$ cat config.mk
export PLATFORM = sky130hd
export DESIGN_NAME = run_ctrl
export DESIGN_NICKNAME = d
export VERILOG_FILES = /design/src/rtl/run_ctrl.sv
export SDC_FILE = /design/constraint.sdc
export NUM_CORES = 1
export LEC_CHECK = 0
export ABC_AREA = 1
export CORE_MARGIN = 3
export CORE_UTILIZATION = 40
export CTS_CLUSTER_DIAMETER = 150
export DETAILED_ROUTE_END_ITERATION = 10
export GPL_ROUTABILITY_DRIVEN = 0
export PLACE_DENSITY = 0.79
export SLEW_MARGIN = 20
export SYNTH_ARGS = -nofsm -noshare
export SYNTH_HDL_FRONTEND = slang
export SYNTH_SLANG_ARGS = --single-unit
$ cat constraint.sdc
create_clock -name clk -period 1.9 [get_ports clk]
set_input_delay 0.285 -clock clk [delete_from_list [all_inputs] [get_ports clk]]
set_output_delay 0.285 -clock clk [all_outputs]
set_load 0.02 [all_outputs]
$ cat src/rtl/run_ctrl.sv
// Run controller: sequences core reset/enable around a host-requested run,
// counts RUN cycles with a timeout, and arbitrates the data-memory port.
module run_ctrl #(
  parameter int          CW   = 16,
  parameter int unsigned TMO  = 16'd60000,
  parameter int          HOLD = 2
) (
  input  logic          clk,
  input  logic          reset,
  input  logic          req,
  input  logic          core_done,
  output logic          core_rst,
  output logic          core_en,
  input  logic          host_req,
  input  logic          host_wr_en,
  input  logic [7:0]    host_addr,
  input  logic [7:0]    host_dat,
  output logic          host_gnt,
  input  logic          core_wr_en,
  input  logic [7:0]    core_addr,
  input  logic [7:0]    core_dat,
  output logic          mem_wr_en,
  output logic [7:0]    mem_addr,
  output logic [7:0]    mem_dat,
  output logic          busy,
  output logic          done,
  output logic          timeout,
  output logic [CW-1:0] cycles
);

  localparam int HW = (HOLD > 1) ? $clog2(HOLD) : 1;

  typedef enum logic [1:0] {IDLE, PRE, RUN, FIN} state_t;

  state_t        state, nxt;
  logic [HW-1:0] hold_cnt;
  logic          hold_last, at_tmo;

  assign hold_last = (hold_cnt == HW'(HOLD - 1));
  assign at_tmo    = (cycles == CW'(TMO - 1));

  always_ff @(posedge clk or negedge reset) begin
    if (!reset) state <= IDLE;
    else        state <= nxt;
  end

  always_comb begin
    nxt = state;
    case (state)
      IDLE: if (req) nxt = PRE;
      PRE:  if (!req) nxt = IDLE; else if (hold_last) nxt = RUN;
      RUN:  if (!req) nxt = IDLE; else if (core_done || at_tmo) nxt = FIN;
      FIN:  if (!req) nxt = IDLE;
      default: nxt = IDLE;
    endcase
  end

  always_comb begin
    core_rst = 1'b0;
    core_en  = 1'b0;
    busy     = 1'b0;
    host_gnt = 1'b0;
    case (state)
      IDLE: begin core_rst = 1'b1; host_gnt = host_req; end
      PRE:  begin core_rst = 1'b1; busy = 1'b1; end
      RUN:  begin core_en = 1'b1; busy = 1'b1; end
      FIN:  host_gnt = host_req;
      default: core_rst = 1'b1;
    endcase
  end

  // Abort wins over completion; the terminating RUN cycle never increments,
  // so cycles tops out at TMO-1 and cannot wrap.
  always_ff @(posedge clk or negedge reset) begin
    if (!reset) begin
      hold_cnt <= '0;
      cycles   <= '0;
      done     <= 1'b0;
      timeout  <= 1'b0;
    end else begin
      case (state)
        IDLE: begin
          done    <= 1'b0;
          timeout <= 1'b0;
          if (req) begin
            hold_cnt <= '0;
            cycles   <= '0;
          end
        end
        PRE:  hold_cnt <= hold_cnt + 1'b1;
        RUN: begin
          if (req) begin
            if (core_done)   done    <= 1'b1;
            else if (at_tmo) timeout <= 1'b1;
            else             cycles  <= cycles + 1'b1;
          end
        end
        FIN: begin
          if (!req) begin
            done    <= 1'b0;
            timeout <= 1'b0;
          end
        end
        default: ;
      endcase
    end
  end

  // core_en gates core stores so they only reach memory during RUN.
  always_comb begin
    if (host_gnt) begin
      mem_wr_en = host_wr_en;
      mem_addr  = host_addr;
      mem_dat   = host_dat;
    end else begin
      mem_wr_en = core_wr_en & core_en;
      mem_addr  = core_addr;
      mem_dat   = core_dat;
    end
  end

endmodule
==> impl_metrics.env <==
export IMPL_status="complete, no violations"
export IMPL_firstDrtPassIters=4
export IMPL_yosysTopAreaCell="dfrtp_1"
export IMPL_timing_rr_end="cycles[5]$_DFFE_PN0P_"
export IMPL_finalSetupTns_ns=0
export IMPL_num_antenna_cells=0
export IMPL_synth_top_area_share=0.324
export IMPL_fmax_mhz=550
export IMPL_rsz0062_at_grt="yes"
export IMPL_synth_edf_count=0
export IMPL_wire_per_inst_um=12.4
export IMPL_drv_slew=0
export IMPL_drtAntennaViolNets=0
export IMPL_max_slew_margin_rel=0.791
export IMPL_hp_class="input pin to asynchronous set/reset pin"
export IMPL_ys_seq_elements=21
export IMPL_first_global_vias=1843
export IMPL_port_buffers=77
export IMPL_placementRows=22
export IMPL_holdBufCountCts=0
export IMPL_syn2layout_area_growth_pct=57.2
export IMPL_setup_ws_ns=0.0833
export IMPL_wl_mm=4.97
export IMPL_grt_overflow=0
export IMPL_worst_pin_slew_ns=0.310
export IMPL_syn_area_um2=1620
export IMPL_antenna_found_initial=0
export IMPL_ys_types=25
export IMPL_setup_viol=0
export IMPL_dp_slack_ns=-0.216
export IMPL_worstRegToRegCells=10
export IMPL_final_util=0.677
export IMPL_die_y_um=69.7
export IMPL_core_area_um2=3770
export IMPL_cts_buffers=3
export IMPL_hpwlAfterDp_mm=3.88
export IMPL_placed_cells=393
export IMPL_clock_sinks=21
export IMPL_drc_errors=0
export IMPL_nFillCells=332
export IMPL_fin_crit_sh=0.956
export IMPL_crit_path_end_kind="output port"
export IMPL_fin_nets=397
export IMPL_power_leakage_nw=1.23
export IMPL_synth_cells=263
export IMPL_vias_per_cell=4.81
export IMPL_cp_slowest_cell="dfrtp_1"
export IMPL_grt_pass1_wl_mm=8.52
export IMPL_drive_gt1_frac=0.153
export IMPL_grt_max_degree=23
export IMPL_hold_ws_ns=0.366
export IMPL_cts_tree="built"
export IMPL_ys_seq_area_frac=0.324
export IMPL_crit_start="state[0]$_DFFE_PN0P_"
export IMPL_r2r_start="state[1]$_DFFE_PN0P_"
export IMPL_fin_crit_ns=1.82
export IMPL_endpoint="mem_dat[0]"
export IMPL_die_w_um=69.7
export IMPL_vdd_drop_max_v=0.000555
export IMPL_stdcell_count=400
export IMPL_synth_warnings=0
export IMPL_async_reset_ff_frac=1.00
export IMPL_worstPathCellList="inv_2 > ha_4 > inv_2 > nand2_4 > buf_6 > nand2_1 > nand2_1 > buf_2"
export IMPL_worst_setup_path_start_kind="register"
export IMPL_p_total_mw=2.25
export IMPL_synth_avg_cell_area_um2=6.17
export IMPL_crit_fanout=7
export IMPL_synthFlopType="dfrtp_1"
export IMPL_h_tree_depth=1
export IMPL_root_buffer="clkbuf_8"
export IMPL_maxCapViolations=0
export IMPL_drt_iter0_markers=147
export IMPL_arrival_ns=1.53
export IMPL_cp_required_ns=1.62
export IMPL_die_area_um2=4860
export IMPL_hold_viol_final=0
export IMPL_design_area_um2=2550
export IMPL_clk_path_buf_depth=2
export IMPL_clk_pin_slew_ns=0.08
export IMPL_p_per_area_nw_per_um2=883
export IMPL_placedInstanceArea_um2=2510
export IMPL_crit_path_max_incr_delay_ns=0.37
export IMPL_start_util=0.430
export IMPL_vias=1924
export IMPL_syn_num_nets=307
export IMPL_worstSkewPairLatency_ns=0.26
export IMPL_clock_skew_ns=0.00221
export IMPL_io_pins=78
export IMPL_critPathKind="register to output port"
export IMPL_synth_area_leaders="dfrtp_1, nand2_1, nor2_1"
export IMPL_track_usage=0.208
export IMPL_ff2ff_setup_slack_ns=0.18
[cell usage after synthesis (3+ instances only)]
master / n
a21oi_1: 4
dfrtp_1: 21
ha_1: 5
inv_1: 22
nand2_1: 118
nand2_2: 5
nand3_1: 18
nand4_1: 3
nor2_1: 27
o21ai_0: 15
o21ai_1: 3
xor2_1: 5
[logic make-up after synthesis]
group | after synthesis | share of synthesized area
AND/OR/NAND/NOR | 176 | 0.446
buffers and inverters | 31 | 0.0825
AO/OA/AOI/OAI | 25 | 0.0817
flip-flops | 21 | 0.324
XOR/XNOR | 5 | 0.0270
adder cells (fa/ha/maj) | 5 | 0.0386
[sequential cells by signal (all words and copies together) (netlist names)]
register / cells
cycles: 16
done: 1
hold_cnt: 1
state: 2
timeout: 1
[worst min path at each step]
stage	from	endpoint
6_report	reset	cycles[7]$_DFFE_PN0P_
4_1_cts	reset	cycles[7]$_DFFE_PN0P_
3_5_place_dp	timeout$_DFFE_PN0P_	timeout$_DFFE_PN0P_
3_3_place_gp	timeout$_DFFE_PN0P_	timeout$_DFFE_PN0P_
2_1_floorplan	reset	cycles[0]$_DFFE_PN0P_
5_1_grt	reset	cycles[7]$_DFFE_PN0P_
[cell usage in the layout (no fill, tap or decap), types with 4 or more instances in the layout]
master	count
a21oi_1	4
clkdlybuf4s50_1	56
buf_2	12
inv_1	18
dfrtp_1	21
nand3_1	18
o21ai_0	15
buf_4	11
nand2_1	117
xor2_1	5
nand2_2	5
buf_6	6
nor2_1	27
inv_2	6
[worst max-delay path, delay by kind of cell, from the launching register on]
| kind | cells | cell delay, ns |
|---|---|---|
| flops | 1 | 0.37 |
| fa+ha+maj | 1 | 0.26 |
| simple gates | 3 | 0.23 |
| buf+inv | 4 | 0.41 |
[power breakdown]
part,leakage [nW],internal (mW),switching (mW),total [mW]
registers,0.289,0.491,0.0274,0.518
clock network,0.0255,0.146,0.145,0.291
logic,0.919,0.624,0.820,1.44
total,1.23,1.26,0.993,2.25
[cell type report]
| type | instances | area (um2) | share of cell area |
|---|---|---|---|
| sequential | 21 | 526 | 0.206 |
| timing repair inverter | 1 | 6.26 | 0.00245 |
| multi-input combinational | 211 | 986 | 0.386 |
| inverter | 25 | 98.8 | 0.0387 |
| timing repair buffer | 90 | 828 | 0.325 |
| clock inverter | 1 | 5.00 | 0.00196 |
| tap | 48 | 60.1 | 0.0235 |
| clock buffer | 3 | 41.3 | 0.0162 |
[per-layer routing]
layer	track usage	up-vias	wire (um)
li1	-	999	-
met1	0.286	855	2260
met2	0.334	58	2350
met3	0.0377	12	232
met4	0.0617	0	121
met5	0	-	0
[repair_timing]
item	4_1_cts	5_1_grt
resized for setup	77	19
cloned	0	2
buffers inserted	0	1
endpoints found under the setup margin	21	34
pin swaps	0	2
(Power assumes the default switching activity.)
